[config.mk]
export PLATFORM = sky130hd
export DESIGN_NAME = uart_apb_master_flat
export DESIGN_NICKNAME = d
export VERILOG_FILES = /design/src/rtl/uart_apb_master_if.sv /design/src/rtl/uart_apb_master.sv /design/src/flat_wrapper.sv
export SDC_FILE = /design/constraint.sdc
export NUM_CORES = 1
export LEC_CHECK = 0
export CELL_PAD_IN_SITES_DETAIL_PLACEMENT = 0
export CELL_PAD_IN_SITES_GLOBAL_PLACEMENT = 1
export CORE_MARGIN = 1.5
export CORE_UTILIZATION = 33
export DETAILED_ROUTE_END_ITERATION = 8
export PLACE_DENSITY = 0.87
export SETUP_SLACK_MARGIN = 0.15
export SYNTH_ARGS = -nofsm -noshare
export SYNTH_HDL_FRONTEND = slang
export SYNTH_SLANG_ARGS = --single-unit
[constraint.sdc]
create_clock -name i_apb_pclk -period 3.82 [get_ports i_apb_pclk]
set_input_delay 0.382 -clock i_apb_pclk [delete_from_list [all_inputs] [get_ports i_apb_pclk]]
set_output_delay 0.382 -clock i_apb_pclk [all_outputs]
set_load 0.02 [all_outputs]
[src/rtl/uart_apb_master_if.sv]
`default_nettype none
// ============================================================================
// Module   : uart_apb_master_if
// Purpose  : Command/response stream and APB3 requester bundle for uart_apb_master.
// Revision : 1.0 - initial release
// ============================================================================
interface uart_apb_master_if #(
    parameter int APB_ADDR_WIDTH = 32,
    parameter int APB_DATA_WIDTH = 32
);
    logic                      i_req_valid;
    logic                      o_req_ready;
    logic                      i_req_write;
    logic [APB_ADDR_WIDTH-1:0] i_req_addr;
    logic [APB_DATA_WIDTH-1:0] i_req_wdata;

    logic                      o_rsp_valid;
    logic                      i_rsp_ready;
    logic [APB_DATA_WIDTH-1:0] o_rsp_rdata;
    logic                      o_rsp_err;
    logic                      o_rsp_timeout;

    logic [APB_ADDR_WIDTH-1:0] o_apb_paddr;
    logic [APB_DATA_WIDTH-1:0] o_apb_pwdata;
    logic                      o_apb_pwrite;
    logic                      o_apb_psel;
    logic                      o_apb_penable;
    logic [APB_DATA_WIDTH-1:0] i_apb_prdata;
    logic                      i_apb_pready;
    logic                      i_apb_pslverr;

    modport master (
        input  i_req_valid, i_req_write, i_req_addr, i_req_wdata,
        output o_req_ready,
        output o_rsp_valid, o_rsp_rdata, o_rsp_err, o_rsp_timeout,
        input  i_rsp_ready,
        output o_apb_paddr, o_apb_pwdata, o_apb_pwrite, o_apb_psel, o_apb_penable,
        input  i_apb_prdata, i_apb_pready, i_apb_pslverr
    );

    modport slave (
        output i_req_valid, i_req_write, i_req_addr, i_req_wdata,
        input  o_req_ready,
        input  o_rsp_valid, o_rsp_rdata, o_rsp_err, o_rsp_timeout,
        output i_rsp_ready,
        input  o_apb_paddr, o_apb_pwdata, o_apb_pwrite, o_apb_psel, o_apb_penable,
        output i_apb_prdata, i_apb_pready, i_apb_pslverr
    );
endinterface
`default_nettype wire

[src/rtl/uart_apb_master.sv]
`default_nettype none
// ============================================================================
// Module   : uart_apb_master
// Purpose  : Single-outstanding APB3 requester driven by a valid/ready command
//            stream. Define UART_APB_MASTER_TIMEOUT_EN to enable the watchdog.
// Revision : 1.0 - initial release
// ============================================================================
module uart_apb_master #(
    parameter int APB_ADDR_WIDTH = 32,
    parameter int APB_DATA_WIDTH = 32,
    parameter int TIMEOUT_CYCLES = 256
) (
    input  wire logic             i_apb_pclk,
    input  wire logic             i_apb_presetn,
    uart_apb_master_if.master     bus
);

    typedef enum logic [1:0] {
        S_IDLE   = 2'd0,
        S_SETUP  = 2'd1,
        S_ACCESS = 2'd2,
        S_RESP   = 2'd3
    } state_t;

    state_t                    r_state;
    state_t                    w_state_next;
    logic                      w_done;
    logic                      w_abort;

    logic                      r_req_ready;
    logic                      r_psel;
    logic                      r_penable;
    logic                      r_pwrite;
    logic [APB_ADDR_WIDTH-1:0] r_paddr;
    logic [APB_DATA_WIDTH-1:0] r_pwdata;
    logic                      r_rsp_valid;
    logic [APB_DATA_WIDTH-1:0] r_rsp_rdata;
    logic                      r_rsp_err;
    logic                      w_wd_expire;

`ifdef UART_APB_MASTER_TIMEOUT_EN
    localparam int                 c_CNT_W   = $clog2(TIMEOUT_CYCLES + 1);
    localparam logic [c_CNT_W-1:0] c_WD_LAST = c_CNT_W'(TIMEOUT_CYCLES - 1);

    logic [c_CNT_W-1:0] r_wd_cnt;
    logic               r_rsp_timeout;

    // Expiry is judged on the last permitted ACCESS cycle so the abort edge
    // coincides with the count reaching TIMEOUT_CYCLES.
    assign w_wd_expire = (r_wd_cnt == c_WD_LAST);

    always_ff @(posedge i_apb_pclk or negedge i_apb_presetn) begin
        if (!i_apb_presetn) begin
            r_wd_cnt <= '0;
        end else if (r_state == S_SETUP) begin
            r_wd_cnt <= '0;
        end else if (r_state == S_ACCESS && !bus.i_apb_pready) begin
            r_wd_cnt <= r_wd_cnt + 1'b1;
        end
    end

    always_ff @(posedge i_apb_pclk or negedge i_apb_presetn) begin
        if (!i_apb_presetn) begin
            r_rsp_timeout <= 1'b0;
        end else if (w_done) begin
            r_rsp_timeout <= 1'b0;
        end else if (w_abort) begin
            r_rsp_timeout <= 1'b1;
        end
    end

    assign bus.o_rsp_timeout = r_rsp_timeout;
`else
    assign w_wd_expire       = 1'b0;
    assign bus.o_rsp_timeout = 1'b0;
`endif

    always_comb begin
        w_state_next = r_state;
        w_done       = 1'b0;
        w_abort      = 1'b0;
        case (r_state)
            S_IDLE: begin
                if (bus.i_req_valid) w_state_next = S_SETUP;
            end
            S_SETUP: begin
                w_state_next = S_ACCESS;
            end
            S_ACCESS: begin
                // PREADY on the expiry cycle still completes normally.
                if (bus.i_apb_pready) begin
                    w_state_next = S_RESP;
                    w_done       = 1'b1;
                end else if (w_wd_expire) begin
                    w_state_next = S_RESP;
                    w_abort      = 1'b1;
                end
            end
            S_RESP: begin
                if (bus.i_rsp_ready) w_state_next = S_IDLE;
            end
            default: w_state_next = S_IDLE;
        endcase
    end

    // Handshake outputs are decoded from the next state so they are registered
    // yet line up with the state they describe.
    always_ff @(posedge i_apb_pclk or negedge i_apb_presetn) begin
        if (!i_apb_presetn) begin
            r_state     <= S_IDLE;
            r_req_ready <= 1'b1;
            r_psel      <= 1'b0;
            r_penable   <= 1'b0;
            r_rsp_valid <= 1'b0;
        end else begin
            r_state     <= w_state_next;
            r_req_ready <= (w_state_next == S_IDLE);
            r_psel      <= (w_state_next == S_SETUP) || (w_state_next == S_ACCESS);
            r_penable   <= (w_state_next == S_ACCESS);
            r_rsp_valid <= (w_state_next == S_RESP);
        end
    end

    always_ff @(posedge i_apb_pclk or negedge i_apb_presetn) begin
        if (!i_apb_presetn) begin
            r_paddr  <= '0;
            r_pwdata <= '0;
            r_pwrite <= 1'b0;
        end else if (r_state == S_IDLE && bus.i_req_valid) begin
            r_paddr  <= bus.i_req_addr;
            r_pwdata <= bus.i_req_wdata;
            r_pwrite <= bus.i_req_write;
        end
    end

    always_ff @(posedge i_apb_pclk or negedge i_apb_presetn) begin
        if (!i_apb_presetn) begin
            r_rsp_rdata <= '0;
            r_rsp_err   <= 1'b0;
        end else if (w_done) begin
            r_rsp_rdata <= r_pwrite ? '0 : bus.i_apb_prdata;
            r_rsp_err   <= bus.i_apb_pslverr;
        end else if (w_abort) begin
            r_rsp_rdata <= '0;
            r_rsp_err   <= 1'b1;
        end
    end

    assign bus.o_req_ready   = r_req_ready;
    assign bus.o_rsp_valid   = r_rsp_valid;
    assign bus.o_rsp_rdata   = r_rsp_rdata;
    assign bus.o_rsp_err     = r_rsp_err;
    assign bus.o_apb_paddr   = r_paddr;
    assign bus.o_apb_pwdata  = r_pwdata;
    assign bus.o_apb_pwrite  = r_pwrite;
    assign bus.o_apb_psel    = r_psel;
    assign bus.o_apb_penable = r_penable;

endmodule
`default_nettype wire

[src/flat_wrapper.sv]
// flat-port wrapper written by rule: the top's interface ports become plain ports
module uart_apb_master_flat 
#(
    parameter int APB_ADDR_WIDTH = 32,
    parameter int APB_DATA_WIDTH = 32,
    parameter int TIMEOUT_CYCLES = 256
)
  (i_apb_pclk, i_apb_presetn, bus_i_req_valid, bus_i_req_write, bus_i_req_addr, bus_i_req_wdata, bus_o_req_ready, bus_o_rsp_valid, bus_o_rsp_rdata, bus_o_rsp_err, bus_o_rsp_timeout, bus_i_rsp_ready, bus_o_apb_paddr, bus_o_apb_pwdata, bus_o_apb_pwrite, bus_o_apb_psel, bus_o_apb_penable, bus_i_apb_prdata, bus_i_apb_pready, bus_i_apb_pslverr);
  uart_apb_master_if #(.APB_ADDR_WIDTH(APB_ADDR_WIDTH), .APB_DATA_WIDTH(APB_DATA_WIDTH)) bus_i ();
  input  wire logic i_apb_pclk;
  input  wire logic i_apb_presetn;
  input wire logic [$bits(bus_i.i_req_valid)-1:0] bus_i_req_valid;
  input wire logic [$bits(bus_i.i_req_write)-1:0] bus_i_req_write;
  input wire logic [$bits(bus_i.i_req_addr)-1:0] bus_i_req_addr;
  input wire logic [$bits(bus_i.i_req_wdata)-1:0] bus_i_req_wdata;
  output wire logic [$bits(bus_i.o_req_ready)-1:0] bus_o_req_ready;
  output wire logic [$bits(bus_i.o_rsp_valid)-1:0] bus_o_rsp_valid;
  output wire logic [$bits(bus_i.o_rsp_rdata)-1:0] bus_o_rsp_rdata;
  output wire logic [$bits(bus_i.o_rsp_err)-1:0] bus_o_rsp_err;
  output wire logic [$bits(bus_i.o_rsp_timeout)-1:0] bus_o_rsp_timeout;
  input wire logic [$bits(bus_i.i_rsp_ready)-1:0] bus_i_rsp_ready;
  output wire logic [$bits(bus_i.o_apb_paddr)-1:0] bus_o_apb_paddr;
  output wire logic [$bits(bus_i.o_apb_pwdata)-1:0] bus_o_apb_pwdata;
  output wire logic [$bits(bus_i.o_apb_pwrite)-1:0] bus_o_apb_pwrite;
  output wire logic [$bits(bus_i.o_apb_psel)-1:0] bus_o_apb_psel;
  output wire logic [$bits(bus_i.o_apb_penable)-1:0] bus_o_apb_penable;
  input wire logic [$bits(bus_i.i_apb_prdata)-1:0] bus_i_apb_prdata;
  input wire logic [$bits(bus_i.i_apb_pready)-1:0] bus_i_apb_pready;
  input wire logic [$bits(bus_i.i_apb_pslverr)-1:0] bus_i_apb_pslverr;
  assign bus_i.i_req_valid = bus_i_req_valid;
  assign bus_i.i_req_write = bus_i_req_write;
  assign bus_i.i_req_addr = bus_i_req_addr;
  assign bus_i.i_req_wdata = bus_i_req_wdata;
  assign bus_o_req_ready = bus_i.o_req_ready;
  assign bus_o_rsp_valid = bus_i.o_rsp_valid;
  assign bus_o_rsp_rdata = bus_i.o_rsp_rdata;
  assign bus_o_rsp_err = bus_i.o_rsp_err;
  assign bus_o_rsp_timeout = bus_i.o_rsp_timeout;
  assign bus_i.i_rsp_ready = bus_i_rsp_ready;
  assign bus_o_apb_paddr = bus_i.o_apb_paddr;
  assign bus_o_apb_pwdata = bus_i.o_apb_pwdata;
  assign bus_o_apb_pwrite = bus_i.o_apb_pwrite;
  assign bus_o_apb_psel = bus_i.o_apb_psel;
  assign bus_o_apb_penable = bus_i.o_apb_penable;
  assign bus_i.i_apb_prdata = bus_i_apb_prdata;
  assign bus_i.i_apb_pready = bus_i_apb_pready;
  assign bus_i.i_apb_pslverr = bus_i_apb_pslverr;
  uart_apb_master #(.APB_ADDR_WIDTH(APB_ADDR_WIDTH), .APB_DATA_WIDTH(APB_DATA_WIDTH), .TIMEOUT_CYCLES(TIMEOUT_CYCLES)) u_core (.i_apb_pclk(i_apb_pclk), .i_apb_presetn(i_apb_presetn), .bus(bus_i));
endmodule
======== Word level (Yosys, flattened, before mapping) ========
Cells that the tools add are included.
word-level totals
  output and inout port bits .............. 103
  word-level logic and storage cells ...... 29
  ROM bits ................................ 0
  RAM bits ................................ 0
  bits in latches ......................... 0
  bits in registers ....................... 104
  memories kept ........................... 0
cells by class
  multipliers ............................. 0
  order comparisons ....................... 0
  $add $sub $neg .......................... 0
  div/mod/pow operators ................... 0
  multiplexer cells ....................... 9
  eq/ne operators ......................... 6
  reduce and logical (&&, ||, !) cells .... 4
  bitwise gates (word level) .............. 0
  shifts and indexed selects .............. 0
operators by type and width
  operator              number
  $mux W32              2
  $eq A2 B2 Y1 const B  4
  $pmux W2 S4           1
  $mux W2               3
  $eq A2 B1 Y1 const B  2
  $logic_not A2 Y1      2
  $mux W1               3
  $logic_and A1 B1 Y1   1
  $logic_or A1 B1 Y1    1

======== Longest topological paths before layout ========
  word-level depth ........................ 4
  depth in mapped cells ................... 5

======== Worst setup path after synthesis ========
No wires, ideal clock.
  path kind ............................... flip-flop to flip-flop
  start point ............................. register u_core.r_state[1]
  end point ............................... register u_core.r_psel, in the netlist u_core.bus.o_apb_psel
  period minus slack after synthesis ...... 1.457 ns
  data arrival time ....................... 1.331 ns
  buffers on the path ..................... 2
  path slack .............................. 2.363 ns
  cell stages (with the launch flop) ...... 6
  cells stage by stage .................... dfrtp_1 -> nor3b_2 -> buf_4 -> buf_6 -> nand2b_1 -> ha_1
between the ends
  word-level cells in the longest chain between the ends .. 4
  elaborated cells on any way between the ends .. 11
  those cells by class .................... 5 x eq/ne; 4 x mux; 2 x reduce/logical
RTL lines
  element                                              line                    source
  start: declaration                                   uart_apb_master.sv:25   state_t r_state;
  start signal: assignment                             uart_apb_master.sv:116  r_state <= w_state_next;
  $eq A2 B2 Y1 (tied with other cells)                 uart_apb_master.sv:82   case (r_state)
  $pmux W2 S4 (*)                                      uart_apb_master.sv:82
  via u_core.w_state_next[0]                           uart_apb_master.sv:26   state_t w_state_next;
  $eq A2 B1 Y1 / $eq A2 B2 Y1 (equally long branches)  uart_apb_master.sv:118  r_psel <= (w_state_next == S_SETUP) || (w_state_next == S_ACCESS);
  $logic_or A1 B1 Y1 (*)                               uart_apb_master.sv:118
  end signal: assignment                               uart_apb_master.sv:118
  end: declaration                                     uart_apb_master.sv:31   logic r_psel;
The timed path passes the listed nets; every way through them passes the cells marked *.
A chain may end at the register's enable or synchronous reset.

======== Final worst setup path ========
  start point ............................. register u_core.r_pwrite, in the netlist u_core.bus.o_apb_pwrite
  end point ............................... output bus_o_apb_pwrite
RTL lines
  element                   line                    source
  start: declaration        uart_apb_master.sv:33   logic r_pwrite;
  start signal: assignment  uart_apb_master.sv:132  r_pwrite <= bus.i_req_write;
  end: declaration          flat_wrapper.sv:24      output wire logic [$bits(bus_i.o_apb_pwrite)-1:0] bus_o_apb_pwrite;
No word-level cell between the ends.

==> impl_results.md <==
- Power Density: 860 mW/mm^2
- Tmin final: 1970 ps
- Post-CTS Setup Inserts: 0
- Synth area leader: dfrtp_1
- Worst-path maximum fanout: 34
- Distinct cells, synth: 20
- Syn Std Cell Area: between 0.004 and 0.005 mm^2
- Via density: 4.56
- Core area: 0.0120 mm^2
- Max-cap violations: 0
- Arrival @ worst endpoint: 1590 ps
- GR Util All Layers: 15.7%
- R2R depth: 4
- Die Y: between 100 and 150 um
- IO Pins: roughly 200
- R2R Setup Slk: 2080 ps
- Row count: 40
- Seq/Total Area, Yosys: 64.3%
- Most common cell after layout, fill and taps aside: clkdlybuf4s50_1
- CTS clk-pin slew, worst paths: 70 ps
- Final worst slack: 1850 ps
- Drt total wl: between 10000 and 15000 um
- CTS tree: yes
- Worst setup EP type: output pin
- Final hold vios: 0
- Total CTS buffers: 9
- DRC violations left: 0
- Fin Hold WS: 94.8 ps
- Clock Sinks: 104
- Most frequent cells in the layout: clkdlybuf4s50_1, dfrtp_1, mux2_2, o21ai_0, nand2b_1
- Synth top area cells: dfrtp_1, mux2_2, mux2_1, nand2b_1, o21ai_0
- Vias in the first global route: between 3000 and 4000
- Worst r2r src: u_core.r_state[0]
- Overflow after GRT: 0
- Leak pwr: between 2 and 3 nW
- Post-DRT Antenna Nets: 0
- CTS H-Tree Depth: 3
- Avg Cell Area, Syn: 13.5 um^2
- Setup Total Neg Slack: 0 ps
- Initial Util: between 30% and 40%
- N_diodes: 0
- Global-route wire length before repair: 15700 um
- Clk_lat worst skew: 340 ps
- DR WL/cell: 15.4 um
- Critical Path RT: between 3000 and 4000 ps
- Placer Congestion: ~0.68
- Max-slew violations: 0
- Worst Tran Pin Value: 707 ps
- Synth Net Count: slightly above 400
- Slowest CP cell: clkdlybuf4s50_1
- Dpl cell area: 0.00622 mm^2
- RSZ-0062 raised after global routing: false
- Die X: 114 um
- P&R area growth vs syn: 61.0%
- DP Worst Slack: approximately 1700 ps
- Outcome: complete, no violations
- PortBufs: 204
- Final nets: between 600 and 700
- Crit share post-route: 51.5%
- CP max stage delay: 670 ps
- Hold Buf Count CTS: 0
- Cell area after layout: 0.00652 mm^2
- Post-synthesis register bit count: 104
- Top-area cell type share of the netlist area: between 60% and 70%
- Initial antenna violation count: 0
- Fraction of layout cells with a size suffix above 1: 12.0%
- Critical path launch point type: flop
- CP Buf/Inv Count: 2
- Critical path's top delay family: buffers and inverters
- Post-CTS sizing: 0
- WS Path Type: reg -> out
- Slew HR: 52.9%
- Fmax: ~500 MHz
- Ys Warns: 0
- Worst vdd ir: 0.336 mV
- Root Driver: clkbuf_16
- Vias: just under 3000
- Clock Skews: 10.7 ps
- HP Class: in -> async
- Worst-path cell chain: buf_4 -> clkdlybuf4s50_1
- Die Area: 0.0129 mm^2
- DPL Wire Length: 7350 um
- # setup viols final: 0
- Maximum number of pins on one net before global-route repair: 66
- Gate Count Post-Synth: 299
- First-pass DRT Iterations: 4
- Max Root-Sink Buffers: 2
- R2R Path End: u_core.bus.o_apb_psel
- Initial drt markers: between 100 and 150
==> routing by layer <==
layer  wire length (um)  vias to the layer above  global-route usage, %
li1                   -                     1405                      -
met1               4220                     1441                   18.7
met2               4920                      119                   26.8
met3                718                       16                   3.88
met4                210                        0                   6.92
met5                  0                        -                      0
==> worst register-to-register path, stage by stage (launching register included) <==
cell,delay [ps]
dfrtp_1,470
nor3b_4,220
buf_4,490
nand2b_1,210
ha_1,240
==> logic make-up after synthesis <==
| family | synth area share, % |
|---|---|
| flops | 64.3 |
| compound gates | 4.45 |
| mux | 18.4 |
| simple gates | 9.14 |
| buf+inv | 2.75 |
| fa+ha+maj | 0.927 |
| other cells | 0.0926 |
==> cell type report <==
type / instances / area [um^2]
clock buffers: 13 / 260
clock inverters: 3 / 42.5
fillers: 1065 / 5490
inverters: 1 / 3.75
multi-input cells: 176 / 1340
flip-flops and latches: 104 / 2600
well taps: 147 / 184
repair buffers: 210 / 2080
==> metrics by stage <==
stage | total power [mW] | util, % | instances
after floorplan | 3.32 | - | 299
after global placement | 4.66 | 51.8 | 638
after detailed placement | 4.74 | 51.8 | 638
after CTS | 5.69 | 54.3 | 654
after global routing | 5.94 | 54.3 | 654
final | 5.61 | 54.3 | 654
==> worst max-delay path by stage <==
stage / from / to / cells past startpoint
after floorplan: u_core.r_state[1] / u_core.bus.o_apb_psel / 5
after global placement: bus_i_req_valid / u_core.bus.o_apb_psel / 5
after detailed placement: bus_i_req_valid / u_core.bus.o_apb_psel / 5
after CTS: u_core.bus.o_apb_pwrite / bus_o_apb_pwrite / 2
after global routing: u_core.bus.o_apb_pwrite / bus_o_apb_pwrite / 2
final: u_core.bus.o_apb_pwrite / bus_o_apb_pwrite / 2
==> flip-flops by register name (all words and copies together) (netlist names) <==
name and cells:
u_core.bus.o_apb_paddr 32, u_core.bus.o_apb_pwdata 32, u_core.bus.o_rsp_rdata 32, u_core.r_state 2, u_core.bus.o_apb_penable 1, u_core.bus.o_apb_psel 1
u_core.bus.o_apb_pwrite 1, u_core.bus.o_req_ready 1, u_core.bus.o_rsp_err 1, u_core.bus.o_rsp_valid 1
==> synth_stat cells <==
cell / number
mux2_1: 28
inv_1: 1
nand3b_1: 1
buf_1: 1
mux2_2: 38
buf_4: 2
nor2b_1: 3
dfstp_2: 1
buf_2: 8
conb_1: 1
nor3b_2: 1
ha_1: 3
dfrtp_1: 103
nand2_1: 32
nand3_1: 1
o21a_1: 2
o21ai_0: 33
buf_6: 3
clkbuf_1: 4
nand2b_1: 33
==> where the power goes <==
part           internal, mW  switching [mW]
sequential             1.65           0.284
clock                 0.544           0.384
combinational          1.42            1.33
Note: power is estimated with default switching activity, not from simulation.
==> RTL change: new RTL, same settings <==
`APB_ADDR_WIDTH` is set to 32 in 3 places; all go to 64.
--- a/src/rtl/uart_apb_master_if.sv
+++ b/src/rtl/uart_apb_master_if.sv
@@ -7,3 +7,3 @@
 interface uart_apb_master_if #(
-    parameter int APB_ADDR_WIDTH = 32,
+    parameter int APB_ADDR_WIDTH = 64,
     parameter int APB_DATA_WIDTH = 32
--- a/src/rtl/uart_apb_master.sv
+++ b/src/rtl/uart_apb_master.sv
@@ -8,3 +8,3 @@
 module uart_apb_master #(
-    parameter int APB_ADDR_WIDTH = 32,
+    parameter int APB_ADDR_WIDTH = 64,
     parameter int APB_DATA_WIDTH = 32,
--- a/src/flat_wrapper.sv
+++ b/src/flat_wrapper.sv
@@ -3,3 +3,3 @@
 #(
-    parameter int APB_ADDR_WIDTH = 32,
+    parameter int APB_ADDR_WIDTH = 64,
     parameter int APB_DATA_WIDTH = 32,
Ports: changed (resized bus_i_req_addr and bus_o_apb_paddr); port bits go from 206 to 270. No check against the original RTL was run, so the function may have changed too.
==> RTL change against the original RTL <==
Wire length rose by 34%; cell count rose by 32%; power rose by 42%; die area rose by 30%; design area rose by 34%; setup slack got worse by 430 ps; sequential cell count rose by 32; critical path depth fell by 1; register-to-register slack got worse by 280 ps; synthesized cell count rose by 23%; area after synthesis rose by 30%; critical path type unchanged; largest power group unchanged; highest routed layer unchanged.
==> RTL change: results <==
{
  "vias": 3795,
  "multi_input_area_um2": 1730,
  "groute.layer.met1.usage_pct": 18.3,
  "io_buffers": 268,
  "synth.distinct_cells": 22,
  "use_met3_pct": 5.90,
  "power_switching_mw": 2.71,
  "multi_input_cells": 208,
  "power_frac_seq_pct": 32.6,
  "cts.htree.levels": 4,
  "synth_commonest_cells": "dfrtp_1, mux2_2, nand2b_1, o21ai_0, nand2_1",
  "nets": 774,
  "synth_compound_area_share_pct": 3.41,
  "clockNetworkAreaShare_pct": 7.18,
  "cp_slowest_cell": "dfrtp_1",
  "place_inst": 833,
  "pre_cts_slack_ps": 1410,
  "finClkSkew_ps": 6.07,
  "synthTopCellsByArea": "dfrtp_1, mux2_2, nand2b_1",
  "power_frac_comb_pct": 45.6,
  "status": "finished, final reports clean",
  "seq_area_frac_synth_pct": 64.4,
  "layoutNonFillerInstCount": 865,
  "syn_area_per_cell_um2": 14.4,
  "grt_max_degree": 116,
  "slowest_delay_ps": 860,
  "worstPathArrival_ps": 2010,
  "drive_gt1_share_pct": 21.0,
  "nFillCells": 1349,
  "wl_met1_um": 5170
}
[RTL change: changes by cell type after synthesis]
cell / delta
mux2_1: -28
buf_2: -3
buf_4: +7
mux2_4: +8
mux2_2: +52
nor2b_1: -1
buf_8: +1
buf_6: -1
dfrtp_1: +32
and2b_1: +1
[RTL change: path summary, 6_finish.rpt]
| path | startpoint | cells past startpoint | slack (ps) | endpoint |
|---|---|---|---|---|
| setup / recovery | u_core.bus.o_apb_pwrite | 1 | 1420 | bus_o_apb_pwrite |
| max in group asynchronous | i_apb_presetn | 2 | 2740 | u_core.bus.o_rsp_rdata[31] |
| setup reg to reg | u_core.r_state[1] | 3 | 1800 | u_core.bus.o_apb_paddr[43] |
| hold reg to reg | u_core.bus.o_rsp_rdata[8] | 2 | 480 | u_core.bus.o_rsp_rdata[8] |
| hold / removal | i_apb_presetn | 1 | 130 | u_core.bus.o_apb_pwdata[21] |
| min in group i_apb_pclk | u_core.bus.o_rsp_rdata[8] | 2 | 480 | u_core.bus.o_rsp_rdata[8] |
